--- src/rtl/timer_ctrl_pkg.sv ---
// timer_ctrl_pkg: register map, CTRL/STATUS bit positions and controller state encoding.
package timer_ctrl_pkg;
  localparam logic [1:0] ADDR_CTRL = 2'd0;
  localparam logic [1:0] ADDR_LIMIT_L = 2'd1;
  localparam logic [1:0] ADDR_LIMIT_H = 2'd2;
  localparam logic [1:0] ADDR_STATUS = 2'd3;
  localparam int CTRL_EN = 0;
  localparam int CTRL_OPT = 1;
  localparam int CTRL_PSEL = 2;
  localparam int CTRL_IE = 5;
  localparam int STATUS_PEND = 0;
  localparam int STATUS_OVR = 1;
  typedef enum logic [1:0] {ST_OFF, ST_RUN, ST_QUIESCE} state_t;
endpackage

--- src/rtl/timer_irq_pending.sv ---
// timer_irq_pending: pending/overrun event capture and registered CPU interrupt level.
module timer_irq_pending (
  input  logic clk,
  input  logic rst_n,
  input  logic timer_irq,
  input  logic clr_pend,
  input  logic clr_ovr,
  input  logic ie,
  output logic pend,
  output logic ovr,
  output logic cpu_irq
);
  // A new event wins over a same-cycle clear, and only counts as an overrun if PEND survives.
  always_ff @(posedge clk) begin
    if (!rst_n) begin
      pend <= 1'b0;
      ovr <= 1'b0;
      cpu_irq <= 1'b0;
    end else begin
      pend <= timer_irq | (pend & ~clr_pend);
      ovr <= ~clr_ovr & (ovr | (timer_irq & pend & ~clr_pend));
      cpu_irq <= pend & ie;
    end
  end
endmodule

--- src/rtl/timer_config_controller.sv ---
// timer_config_controller: bus register file for a timer with atomic 16-bit limit commit,
// restart-on-reconfigure sequencing and pending-event interrupt status.
module timer_config_controller
  import timer_ctrl_pkg::*;
#(
  parameter int REGISTER_WIDTH = 8,
  parameter int PRESCALER_WIDTH = 3,
  parameter logic [2*REGISTER_WIDTH-1:0] LIMIT_RESET = 16'hFFFF
) (
  input  logic clk,
  input  logic rst_n,
  input  logic [1:0] bus_addr,
  input  logic bus_wr,
  input  logic bus_rd,
  input  logic [REGISTER_WIDTH-1:0] bus_wdata,
  output logic [REGISTER_WIDTH-1:0] bus_rdata,
  output logic enable_interrupt,
  output logic interrupt_option,
  output logic [PRESCALER_WIDTH-1:0] prescaler_selector,
  output logic [2*REGISTER_WIDTH-1:0] timer_limit_value,
  input  logic timer_irq,
  output logic cpu_irq,
  input  logic cpu_irq_ack
);
  logic ctrl_en, ie, pend, ovr, reconf;
  logic [REGISTER_WIDTH-1:0] shadow, rd_val;
  state_t state;
  wire wr_ctrl = bus_wr & (bus_addr == ADDR_CTRL);
  wire wr_lo = bus_wr & (bus_addr == ADDR_LIMIT_L);
  wire wr_hi = bus_wr & (bus_addr == ADDR_LIMIT_H);
  wire wr_st = bus_wr & (bus_addr == ADDR_STATUS);
  // Anything that changes timer behaviour while enabled forces a prescaler restart.
  assign reconf = wr_hi | (wr_ctrl & bus_wdata[CTRL_EN] &
                  ((bus_wdata[CTRL_OPT] != interrupt_option) |
                   (bus_wdata[CTRL_PSEL +: PRESCALER_WIDTH] != prescaler_selector)));
  always_comb
    rd_val = (bus_addr == ADDR_CTRL) ? REGISTER_WIDTH'({ie, prescaler_selector, interrupt_option, ctrl_en}) :
             (bus_addr == ADDR_LIMIT_L) ? timer_limit_value[REGISTER_WIDTH-1:0] :
             (bus_addr == ADDR_LIMIT_H) ? timer_limit_value[2*REGISTER_WIDTH-1:REGISTER_WIDTH] :
             REGISTER_WIDTH'({ovr, pend});
  always_ff @(posedge clk) begin
    if (!rst_n) begin
      ctrl_en <= 1'b0;
      ie <= 1'b0;
      interrupt_option <= 1'b0;
      prescaler_selector <= '0;
      shadow <= '0;
      timer_limit_value <= LIMIT_RESET;
      bus_rdata <= '0;
    end else begin
      if (wr_ctrl) begin
        ctrl_en <= bus_wdata[CTRL_EN];
        interrupt_option <= bus_wdata[CTRL_OPT];
        prescaler_selector <= bus_wdata[CTRL_PSEL +: PRESCALER_WIDTH];
        ie <= bus_wdata[CTRL_IE];
      end
      if (wr_lo) shadow <= bus_wdata;
      if (wr_hi) timer_limit_value <= {bus_wdata, shadow};
      if (bus_rd) bus_rdata <= rd_val;
    end
  end
  always_ff @(posedge clk) begin
    if (!rst_n) begin
      state <= ST_OFF;
      enable_interrupt <= 1'b0;
    end else if (wr_ctrl & ~bus_wdata[CTRL_EN]) begin
      state <= ST_OFF;
      enable_interrupt <= 1'b0;
    end else if (state == ST_OFF) begin
      state <= wr_ctrl ? ST_RUN : ST_OFF;
      enable_interrupt <= wr_ctrl;
    end else begin
      state <= reconf ? ST_QUIESCE : ST_RUN;
      enable_interrupt <= ~reconf;
    end
  end
  timer_irq_pending u_pending (
    .clk(clk),
    .rst_n(rst_n),
    .timer_irq(timer_irq),
    .clr_pend(cpu_irq_ack | (wr_st & bus_wdata[STATUS_PEND])),
    .clr_ovr(wr_st & bus_wdata[STATUS_OVR]),
    .ie(ie),
    .pend(pend),
    .ovr(ovr),
    .cpu_irq(cpu_irq)
  );
endmodule

--- config.mk ---
export PLATFORM = sky130hd
export DESIGN_NAME = timer_config_controller
export DESIGN_NICKNAME = d
export VERILOG_FILES = /design/src/rtl/timer_ctrl_pkg.sv /design/src/rtl/timer_irq_pending.sv /design/src/rtl/timer_config_controller.sv
export SDC_FILE = /design/constraint.sdc
export NUM_CORES = 1
export LEC_CHECK = 0
export BUFFER_PORTS_ARGS = -buffer_cell sky130_fd_sc_hd__buf_2
export CAP_MARGIN = 5
export CORE_ASPECT_RATIO = 1.4
export CORE_MARGIN = 2
export CORE_UTILIZATION = 51
export DETAILED_ROUTE_END_ITERATION = 6
export PLACE_DENSITY = 0.75
export SYNTH_ARGS = -nofsm -noshare
export SYNTH_HDL_FRONTEND = slang
export SYNTH_SLANG_ARGS = --single-unit
export TNS_END_PERCENT = 5
--- constraint.sdc ---
create_clock -name clk -period 1.35 [get_ports clk]
set_input_delay 0.27 -clock clk [delete_from_list [all_inputs] [get_ports clk]]
set_output_delay 0.27 -clock clk [all_outputs]
set_load 0.05 [all_outputs]
==> results of run 1 <==
## final cells by class
type	instances	share of cell area [%]
sequential	43	40.09
timing repair buffer	55	13.95
inverter	3	0.5230
clock buffer	8	4.648
tap	40	2.324
multi-input combinational	134	38.47
## metrics by stage
step / instance area, um2 / hold WS [ps] / worst slack [ps] / utilization (%)
after floorplan: 1770 / 387.7 / 8.728 / -
after CTS: 2153 / 202.4 / 110.1 / 64.34
after global routing: 2153 / 222.7 / 83.07 / 64.34
final: 2153 / 205.2 / 113.9 / 64.34
after detailed placement: 2053 / 457.4 / 4.520 / 61.35
after global placement: 2053 / 448.2 / 17.23 / 61.35
## per-layer routing
metal / routed length [um] / part of all wire, %
met2: 2008 / 51
met3: 151 / 3.8
met5: 0 / 0
met4: 89 / 2.3
met1: 1693 / 43
## power groups by stage
stage                     logic, mW  registers, mW  clock network [mW]
final                         0.488           1.37               0.874
after floorplan               0.185           1.57                   0
after global routing          0.523           1.38               0.939
after CTS                     0.491           1.37               0.889
after detailed placement      0.488           1.40                   0
after global placement        0.483           1.40                   0
## kinds of logic after synthesis
group                     share of synthesized area (%)
and+or+nand+nor                                   22.58
DFF                                               48.69
muxes                                             14.58
AOI/OAI and AO/OA                                 7.713
buffers and inverters                             4.458
xor gates and xnor gates                          1.981
## layout by cell type, fill, tap and decap left out, types with 2 or more instances in the layout
cell type	synthesis	final
sky130_fd_sc_hd__a211oi_1	3	3
sky130_fd_sc_hd__nand3_1	16	16
sky130_fd_sc_hd__mux2i_1	16	16
sky130_fd_sc_hd__nand3b_1	2	2
sky130_fd_sc_hd__dfxtp_2	0	2
sky130_fd_sc_hd__o21ai_0	5	5
sky130_fd_sc_hd__clkbuf_8	0	7
sky130_fd_sc_hd__buf_4	3	10
sky130_fd_sc_hd__a22oi_1	2	2
sky130_fd_sc_hd__mux2_2	4	4
sky130_fd_sc_hd__nand4_1	2	2
sky130_fd_sc_hd__dfxtp_1	43	41
sky130_fd_sc_hd__nor2_1	21	21
sky130_fd_sc_hd__a31oi_1	5	5
sky130_fd_sc_hd__buf_2	2	45
sky130_fd_sc_hd__inv_1	3	3
sky130_fd_sc_hd__nand2_1	41	41
sky130_fd_sc_hd__xor2_1	4	4
sky130_fd_sc_hd__mux4_1	2	2
## state kept, by name (all words and copies together), names as in the netlist
| signal | count |
|---|---|
| timer_limit_value | 16 |
| bus_rdata | 8 |
| shadow | 8 |
| prescaler_selector | 3 |
| ctrl_en | 1 |
| enable_interrupt | 1 |
| ie | 1 |
| interrupt_option | 1 |
| state | 1 |
| u_pending.cpu_irq | 1 |
| u_pending.ovr | 1 |
| u_pending.pend | 1 |
## path summary, 6_finish.rpt
check,from,end,slack (ps),cells past startpoint
worst max-delay path,prescaler_selector[2],prescaler_selector[2],110,1
worst min-delay path,bus_wdata[7],timer_limit_value[15],210,3
worst max register to register,timer_limit_value[0],bus_rdata[0],190,3
worst min register to register,shadow[6],timer_limit_value[6],470,2
==> results.rst, run 1 <==
.. list-table::
   :header-rows: 1

   * - Metric
     - Value
   * - Number of antenna diodes
     - 0
   * - WP data arrival
     - 970 ps
   * - Total of cells resized after clock tree synthesis
     - 0
   * - Met1 capacity usage during global routing
     - 26.10%
   * - Cts hold-fix bufs
     - 0
   * - Type of the worst setup path
     - reg2out
   * - Sequential standard cell area
     - 863.3 um2
   * - Root Buffer Master
     - sky130_fd_sc_hd__clkbuf_8
   * - Mapped Avg Cell Area
     - 9.208 um2
   * - Number of global-route vias before repair
     - 1,399
   * - Fill cell instance count of the final layout
     - 301
   * - First-pass GRT wire length
     - 6244 um
   * - Grt met2 use
     - 35.64%
   * - Number of non-filler instances in the completed layout
     - 283
   * - Largest voltage drop on the vdd net
     - 901.4 uV
   * - Worst Hold Class
     - in2reg
   * - First-pass iteration count of the detailed router
     - 4
   * - Crit share post-route
     - 91.57%
   * - Fraction of final layout cells sized beyond drive strength 1
     - 29.22%
   * - Gr ovfl total
     - 0
   * - Via Count
     - 1,501
   * - Most frequently used flop master after synthesis
     - sky130_fd_sc_hd__dfxtp_1
   * - CP bufs+invs
     - 1
   * - Relative area change from synthesis to final layout
     - 21.80%
   * - Min cycle time layout
     - 1236 ps
   * - Site Rows
     - 25
   * - Area inside the core boundary
     - 3347 um2
   * - Post-route DRC violation count
     - 0
   * - Cell leakage power
     - 1.048 nW
   * - Clock insertion delay at the later pin of the skew report
     - 290 ps
   * - CTS tree
     - built
   * - Switching power share of the total
     - 28.58%
   * - Buffers inserted by post-CTS timing repair
     - 0
   * - Nets in the synthesized netlist
     - 208
   * - Power per unit of standard cell area
     - 1269 nW/um2
   * - Final ANT Viol Nets
     - 0
   * - Slowest Stage Delay on Critical Path
     - 390 ps
   * - Clock transition at the registers of the reported paths
     - 70 ps
   * - Total clock buffers created by CTS
     - 5
   * - Result of the run
     - finished, final reports clean
   * - Number of failing setup endpoints in the final timing report
     - 0
   * - Horizontal die dimension
     - 53.76 um
   * - Highest achievable clock rate
     - 809.0 MHz
   * - Headroom to the max-slew limit
     - 62.34%
   * - Maximum number of pins on one net before global-route repair
     - 21
   * - Clock Skews
     - 6.555 ps
   * - Via count normalized by instance count
     - 5.304
   * - Combinational Power Share
     - 17.9%
   * - Number of ports placed on the die boundary
     - 46
   * - Power share of the sequential group
     - 50.2%
   * - Internal power of the cells
     - 1.952 mW
   * - Starting utilization of the core area
     - 52.82%
   * - Top cell type by total area after synthesis
     - sky130_fd_sc_hd__dfxtp_1
   * - Most common library cells after synthesis
     - 43 x sky130_fd_sc_hd__dfxtp_1, 41 x sky130_fd_sc_hd__nand2_1, 21 x sky130_fd_sc_hd__nor2_1, 16 x sky130_fd_sc_hd__mux2i_1, 16 x sky130_fd_sc_hd__nand3_1
   * - Post-synthesis async set-or-reset flop share
     - 0%
   * - Routability-driven placement congestion ratio
     - 0.7784
   * - Category of cells accounting for the largest share of critical-path delay
     - flip-flops
   * - Global routing usage on met3
     - 4.268%
   * - Sinks on the clock net
     - 43
   * - Slew at the pin with the worst max-slew slack
     - 564.8 ps
   * - Top fanout value on the critical path
     - 4
   * - Fraction of post-synthesis cell area in the top cell type by area
     - 48.69%
   * - Area occupied by multi-input gates
     - 828.3 um2
   * - Syn. warnings
     - 0
   * - Number of antenna violations at the first check in global routing
     - 0
   * - Global routing's busiest layer
     - met2
   * - Number of maximum-capacitance constraint violations
     - 0
   * - Final Hold Vio Count
     - 0
   * - Setup repair after global routing missed its margin
     - false
   * - Cell breakdown of the critical path
     - buf_2
   * - Post-synth design cell area
     - 1768 um2
   * - Synth Register Bits
     - 43
   * - Total routed wirelength
     - 3942 um
   * - Die Ht
     - 73.67 um
   * - Number of flops mapped to enable cells by yosys
     - 0
   * - Die outline area
     - 3960 um2
   * - Worst path slowest cell
     - sky130_fd_sc_hd__dfxtp_1
   * - Routed len/inst
     - 13.93 um
   * - # nets final
     - 258
   * - Max-slew violation count
     - 0
   * - Global-route usage over all layers
     - 21.81%
   * - Portion of the post-synthesis area used by sequential elements
     - 48.69%
   * - Maximum count of clock buffers along a single path
     - 2
   * - Cell count after synthesis
     - 192
   * - CTS HTree Levels
     - 2
   * - Total power
     - 2.733 mW
   * - Endpoint required time on the critical path
     - 1080 ps
   * - Count of routing violations after the opening detailed-route iteration
     - 57
   * - Dominant cells by area after synthesis
     - sky130_fd_sc_hd__dfxtp_1 49%, sky130_fd_sc_hd__mux2i_1 9.1%, sky130_fd_sc_hd__nand2_1 8.7%
   * - Cell with the most instances after synthesis
     - sky130_fd_sc_hd__dfxtp_1
   * - Total placed cells including tap cells
     - 275
   * - Sort of element at the start of the critical path
     - flip-flop
   * - Count of port buffers added during placement
     - 45
   * - Count of different cell masters after synthesis
     - 31
   * - Switching component of the power
     - 781.2 uW
   * - Part of the power in the clock network
     - 32.0%
   * - Element type at the critical path end
     - output pin
   * - Total negative slack for setup checks
     - 0 ps
   * - Hpwl dp
     - 2831 um
Note: power is estimated with default switching activity, not from simulation.
==> run 2, diff against run 1 <==
- CORE_ASPECT_RATIO: 1.4 -> 0.8
- clock period: 1.35 -> 1.19 ns (I/O delays scaled with it)
==> results.rst, run 2 (synthesis gave the netlist of run 1 again) <==
.. list-table::
   :header-rows: 1

   * - Metric
     - Value
   * - Most common cell after layout, fill and taps aside
     - sky130_fd_sc_hd__nand2_1
   * - Largest registers
     - timer_limit_value x16, bus_rdata x8, shadow x8
   * - Global-route usage over all layers
     - 22.61% (+0.80 points)
   * - WP data arrival
     - 920 ps (-50 ps)
   * - Crit share post-route
     - 97.40%
   * - Register with the most flip-flops
     - timer_limit_value
   * - Hpwl dp
     - 3017 um (+6.6%)
   * - Category of cells accounting for the largest share of critical-path delay
     - flip-flops
   * - Final ANT Viol Nets
     - 0 (unchanged)
   * - Largest voltage drop on the vdd net
     - 866.4 uV (-3.9%)
   * - Routed len/inst
     - 14.56 um (+4.5%)
   * - Fill cell instance count of the final layout
     - 295 (-2.0%)
   * - # nets final
     - 265 (+2.7%)
   * - Sort of element at the start of the critical path
     - flip-flop
   * - Relative area change from synthesis to final layout
     - 29.23%
   * - Cts hold-fix bufs
     - 0 (unchanged)
   * - Final Hold Vio Count
     - 0 (unchanged)
   * - Result of the run
     - finished, final reports clean
   * - Number of antenna diodes
     - 0 (unchanged)
   * - Maximum number of pins on one net before global-route repair
     - 21 (unchanged)
   * - Flip-flop count of the largest register, all copies and words added
     - 16 (unchanged)
   * - Gr ovfl total
     - 0 (unchanged)
   * - Post-route DRC violation count
     - 0 (unchanged)
   * - Cell breakdown of the critical path
     - buf_2
   * - Sequential standard cell area
     - 880.8 um2 (+2.0%)
   * - Area occupied by multi-input gates
     - 832.0 um2 (+0.45%)
   * - Setup repair after global routing missed its margin
     - false
   * - Number of antenna violations at the first check in global routing
     - 0 (unchanged)
   * - Total clock buffers created by CTS
     - 5 (unchanged)
   * - Clock insertion delay at the later pin of the skew report
     - 300 ps (about the same)
   * - Slowest Stage Delay on Critical Path
     - 370 ps (-20 ps)
   * - Top fanout value on the critical path
     - 4 (unchanged)
   * - Element type at the critical path end
     - output pin
   * - Fraction of final layout cells sized beyond drive strength 1
     - 34.54% (+5.3 points)
   * - Final core area utilization
     - 67.68% (+3.3 points)
   * - Slew at the pin with the worst max-slew slack
     - 292.3 ps (-272.5 ps)
   * - Area inside the core boundary
     - 3376 um2 (+0.86%)
   * - Starting utilization of the core area
     - 52.37% (-0.45 points)
   * - Sinks on the clock net
     - 43 (unchanged)
   * - Horizontal die dimension
     - 69.83 um (+30%)
   * - Worst Hold Class
     - in2reg
   * - Leading cell types in the layout, fill and taps excluded
     - 41 x sky130_fd_sc_hd__nand2_1, 35 x sky130_fd_sc_hd__dfxtp_1, 28 x sky130_fd_sc_hd__buf_2
   * - Power per unit of standard cell area
     - 1352 nW/um2 (+6.5%)
   * - Total negative slack for setup checks
     - 0 ps (unchanged)
   * - Total routed wirelength
     - 4237 um (+7.5%)
   * - Number of failing setup endpoints in the final timing report
     - 0 (unchanged)
   * - Via Count
     - 1,537 (+2.4%)
   * - Highest achievable clock rate
     - 862.8 MHz
   * - Number of ports placed on the die boundary
     - 46 (unchanged)
   * - Min cycle time layout
     - 1159 ps
   * - Headroom to the max-slew limit
     - 80.45% (+18 points)
   * - Max-slew violation count
     - 0 (unchanged)
   * - Cell leakage power
     - 1.107 nW (+5.6%)
   * - CTS tree
     - built
   * - Number of maximum-capacitance constraint violations
     - 0 (unchanged)
   * - Root Buffer Master
     - sky130_fd_sc_hd__clkbuf_8
   * - Routability-driven placement congestion ratio
     - 0.7751 (-0.42%)
   * - Clock Skews
     - 1.876 ps (-4.679 ps)
   * - Maximum count of clock buffers along a single path
     - 2 (unchanged)
   * - Clock transition at the registers of the reported paths
     - 70 ps (about the same)
   * - Site Rows
     - 19 (-24%)
   * - Endpoint required time on the critical path
     - 950 ps (-130 ps)
   * - Type of the worst setup path
     - reg2out
   * - Number of global-route vias before repair
     - 1,415 (+1.1%)
   * - Via count normalized by instance count
     - 5.282 (-0.42%)
   * - CP bufs+invs
     - 1 (unchanged)
   * - CTS HTree Levels
     - 2 (unchanged)
   * - Count of routing violations after the opening detailed-route iteration
     - 119 (+110%)
   * - Die outline area
     - 3956 um2 (about the same)
   * - First-pass iteration count of the detailed router
     - 4 (unchanged)
   * - Count of port buffers added during placement
     - 45 (unchanged)
   * - First-pass GRT wire length
     - 6837 um (+9.5%)
   * - Die Ht
     - 56.66 um (-23%)
   * - Worst path slowest cell
     - sky130_fd_sc_hd__dfxtp_4
[run 2: cell type report]
cell class / count / area share (%)
Sequential cell: 43 / 38.55
Multi-Input combinational cell: 134 / 36.42
Timing Repair Buffer: 62 / 18.40
Clock buffer: 6 / 3.614
Tap cell: 42 / 2.300
Inverter: 3 / 0.4929
Clock inverter: 1 / 0.2191
[run 2: layer usage]
layer  routed length (um)  track usage [%]  up-vias  share of wire (%)
li1                     -                -      769                  -
met1                 1998            29.97      709                 47
met2                 1912            35.24       50                 45
met3                  267            7.181        9                6.3
met4                   60            7.418        0                1.4
met5                    0                0        -                  0
[run 2: metrics by stage]
stage	area [um2]	power (mW)	setup WS (ps)	hold WS, ps	instances
after global placement	2151	2.159	-40.36	446.0	284
final	2285	3.088	31.00	160.2	291
after floorplan	1788	1.983	-6.303	355.7	192
after CTS	2243	3.105	0.3245	150.1	291
after detailed placement	2151	2.168	-69.99	456.9	284
after global routing	2285	3.233	2.626	163.2	291
[run 2: report_power, final]
part           total [mW]  switching, mW  internal [mW]
registers            1.56         0.0492           1.51
logic               0.600          0.388          0.212
clock network       0.933          0.477          0.455
total                3.09          0.914           2.17
[run 2: worst paths after layout]
kind                                      startpoint                     to  cells after the start  slack, ps
worst min register to register             shadow[1]   timer_limit_value[1]                      2        470
worst max register to register  timer_limit_value[1]           bus_rdata[1]                      3         60
worst min-delay path                    bus_wdata[6]  timer_limit_value[14]                      3        160
worst max-delay path                interrupt_option       interrupt_option                      1         30
[run 2: timing repair]
action,in CTS,in global routing
endpoints found under the setup margin,2,17
setup buffers,0,0
resized for setup,2,17
[run 2: worst min-delay path, cell delays in order]
cell and delay (ps):
sky130_fd_sc_hd__buf_2 90, sky130_fd_sc_hd__nand2_1 40, sky130_fd_sc_hd__nand3_1 60
==> run 3, diff against run 2 <==
- CORE_UTILIZATION: 51 -> 50
- PLACE_DENSITY: 0.75 -> 0.74
==> results.rst, run 3 (synthesis gave the netlist of run 1 again) <==
.. list-table::
   :header-rows: 1

   * - Metric
     - Value
   * - Switching component of the power
     - 926.7 uW (+1.3%)
   * - Most common cell after layout, fill and taps aside
     - sky130_fd_sc_hd__nand2_1
   * - Switching power share of the total
     - 30.51% (+0.90 points)
   * - CTS HTree Levels
     - 2 (unchanged)
   * - Number of global-route vias before repair
     - 1,434 (+1.3%)
   * - Worst Hold Class
     - in2reg
   * - Category of cells accounting for the largest share of critical-path delay
     - flip-flops
   * - CP bufs+invs
     - 1 (unchanged)
   * - Worst path slowest cell
     - sky130_fd_sc_hd__dfxtp_4
   * - Final ANT Viol Nets
     - 0 (unchanged)
   * - Post-route DRC violation count
     - 0 (unchanged)
   * - Largest registers
     - timer_limit_value x16, bus_rdata x8, shadow x8
   * - Routed len/inst
     - 14.15 um (-2.8%)
   * - Total routed wirelength
     - 4119 um (-2.8%)
   * - Number of ports placed on the die boundary
     - 46 (unchanged)
   * - Element type at the critical path end
     - output pin
   * - Top fanout value on the critical path
     - 3 (-1)
   * - Result of the run
     - finished, final reports clean
   * - Gr ovfl total
     - 0 (unchanged)
   * - Number of antenna violations at the first check in global routing
     - 0 (unchanged)
   * - Final Hold Vio Count
     - 0 (unchanged)
   * - Power per unit of standard cell area
     - 1352 nW/um2 (about the same)
   * - CTS tree
     - built
   * - Routability-driven placement congestion ratio
     - 0.8021 (+3.5%)
   * - Min cycle time layout
     - 1157 ps (-2.494 ps)
   * - Count of routing violations after the opening detailed-route iteration
     - 92 (-23%)
   * - Sinks on the clock net
     - 43 (unchanged)
   * - Number of failing setup endpoints in the final timing report
     - 0 (unchanged)
   * - Setup repair after global routing missed its margin
     - false
   * - Total negative slack for setup checks
     - 0 ps (unchanged)
   * - Fraction of final layout cells sized beyond drive strength 1
     - 34.14% (-0.40 points)
   * - Cell leakage power
     - 1.086 nW (-1.8%)
   * - First-pass iteration count of the detailed router
     - 4 (unchanged)
   * - Leading cell types in the layout, fill and taps excluded
     - 41 x sky130_fd_sc_hd__nand2_1, 35 x sky130_fd_sc_hd__dfxtp_1, 26 x sky130_fd_sc_hd__buf_2
   * - Count of port buffers added during placement
     - 45 (unchanged)
   * - Final hold slack
     - 155.8 ps (-4.433 ps)
   * - Slew at the pin with the worst max-slew slack
     - 285.2 ps (-7.151 ps)
   * - Starting utilization of the core area
     - 52.01% (-0.37 points)
   * - Number of maximum-capacitance constraint violations
     - 0 (unchanged)
   * - Via count normalized by instance count
     - 5.330 (+0.91%)
   * - First-pass GRT wire length
     - 6872 um (+0.51%)
   * - Crit share post-route
     - 97.19% (-0.21 points)
   * - Cell breakdown of the critical path
     - buf_2
   * - Max-slew violation count
     - 0 (unchanged)
   * - Part of the power in the clock network
     - 29.5% (-0.7 points)
   * - Internal power of the cells
     - 2.111 mW (-2.9%)
   * - # nets final
     - 264 (-0.38%)
   * - Root Buffer Master
     - sky130_fd_sc_hd__clkbuf_8
   * - Clock Skews
     - 5.004 ps (+3.129 ps)
   * - Hpwl dp
     - 3042 um (+0.83%)
   * - Die outline area
     - 4030 um2 (+1.9%)
   * - Highest achievable clock rate
     - 864.7 MHz (+0.22%)
   * - Combinational Power Share
     - 19.2% (-0.2 points)
   * - Type of the worst setup path
     - reg2out
   * - Via Count
     - 1,551 (+0.91%)
   * - Number of antenna diodes
     - 0 (unchanged)
   * - Die Ht
     - 57.19 um (+0.93%)
   * - Headroom to the max-slew limit
     - 80.74% (+0.29 points)
   * - Endpoint required time on the critical path
     - 950 ps (about the same)
   * - Register with the most flip-flops
     - timer_limit_value
   * - Final core area utilization
     - 66.07% (-1.6 points)
   * - Site Rows
     - 19 (unchanged)
   * - Flip-flop count of the largest register, all copies and words added
     - 16 (unchanged)
   * - Clock transition at the registers of the reported paths
     - 80 ps (about the same)
   * - Slowest Stage Delay on Critical Path
     - 370 ps (about the same)
   * - Horizontal die dimension
     - 70.48 um (+0.94%)
   * - Total clock buffers created by CTS
     - 5 (unchanged)
   * - WP data arrival
     - 920 ps (about the same)
   * - Largest voltage drop on the vdd net
     - 901.4 uV (+4.0%)
   * - Clock insertion delay at the later pin of the skew report
     - 300 ps (about the same)
   * - Sort of element at the start of the critical path
     - flip-flop
   * - Global-route usage over all layers
     - 22.06% (-0.55 points)
   * - Relative area change from synthesis to final layout
     - 27.03%
   * - Power share of the sequential group
     - 51.2% (+0.8 points)
   * - Area inside the core boundary
     - 3400 um2 (+0.70%)
   * - Maximum count of clock buffers along a single path
     - 2 (unchanged)
   * - Maximum number of pins on one net before global-route repair
     - 15 (-29%)
run 3: changes by cell type in the layout (fill, tap and decap cells not counted), moves of 2 or more:
cell                       delta
sky130_fd_sc_hd__buf_4        +4
sky130_fd_sc_hd__buf_12       -2
sky130_fd_sc_hd__clkinv_2     +2
sky130_fd_sc_hd__buf_2        -2
run 3: path summary, 6_finish.rpt:
| path | endpoint | cells past startpoint | from | slack [ps] |
|---|---|---|---|---|
| worst max register to register | bus_rdata[0] | 3 | timer_limit_value[0] | 60 |
| worst min-delay path | timer_limit_value[14] | 3 | bus_wdata[6] | 160 |
| worst min register to register | timer_limit_value[0] | 2 | shadow[0] | 460 |
| worst max-delay path | timer_limit_value[0] | 1 | timer_limit_value[0] | 30 |
run 3: cell type report:
type / instances / area, um2
Fill cell: 305 / 1154
Sequential cell: 43 / 880.8
Multi-Input combinational cell: 134 / 824.5
Timing Repair Buffer: 61 / 392.9
Clock buffer: 5 / 68.82
Tap cell: 42 / 52.55
Clock inverter: 3 / 15.01
Inverter: 3 / 11.26
run 3: power groups by stage:
stage | clock network, mW | logic (mW) | registers (mW)
floorplan | 0 | 0.209 | 1.77
global placement | 0 | 0.561 | 1.59
detailed placement | 0 | 0.568 | 1.59
CTS | 0.917 | 0.575 | 1.55
global route | 0.979 | 0.626 | 1.57
finish | 0.898 | 0.585 | 1.56
run 3: metrics by stage:
stage                     cells  worst slack (ps)  area, um2  total power [mW]
after CTS                   291             4.850       2215             3.046
after global routing        291            0.3673       2246             3.171
after floorplan             192            -6.303       1788             1.983
final                       291             33.49       2246             3.038
after global placement      283            -45.29       2118             2.148
after detailed placement    283            -73.19       2118             2.155
run 3: timing repair:
item                                    CTS  global route
endpoints found under the setup margin    5            15
resized for setup                         5            15
buffers inserted                          0             0
hold buffers                              0             0
gates cloned                              0             0
run 3: routing by layer:
metal	global-route usage, %	wire length (um)	vias up
met4	10.71	74	0
met3	5.124	198	8
met2	32.88	1806	38
li1	-	-	770
met5	0	0	-
met1	30.43	2041	735
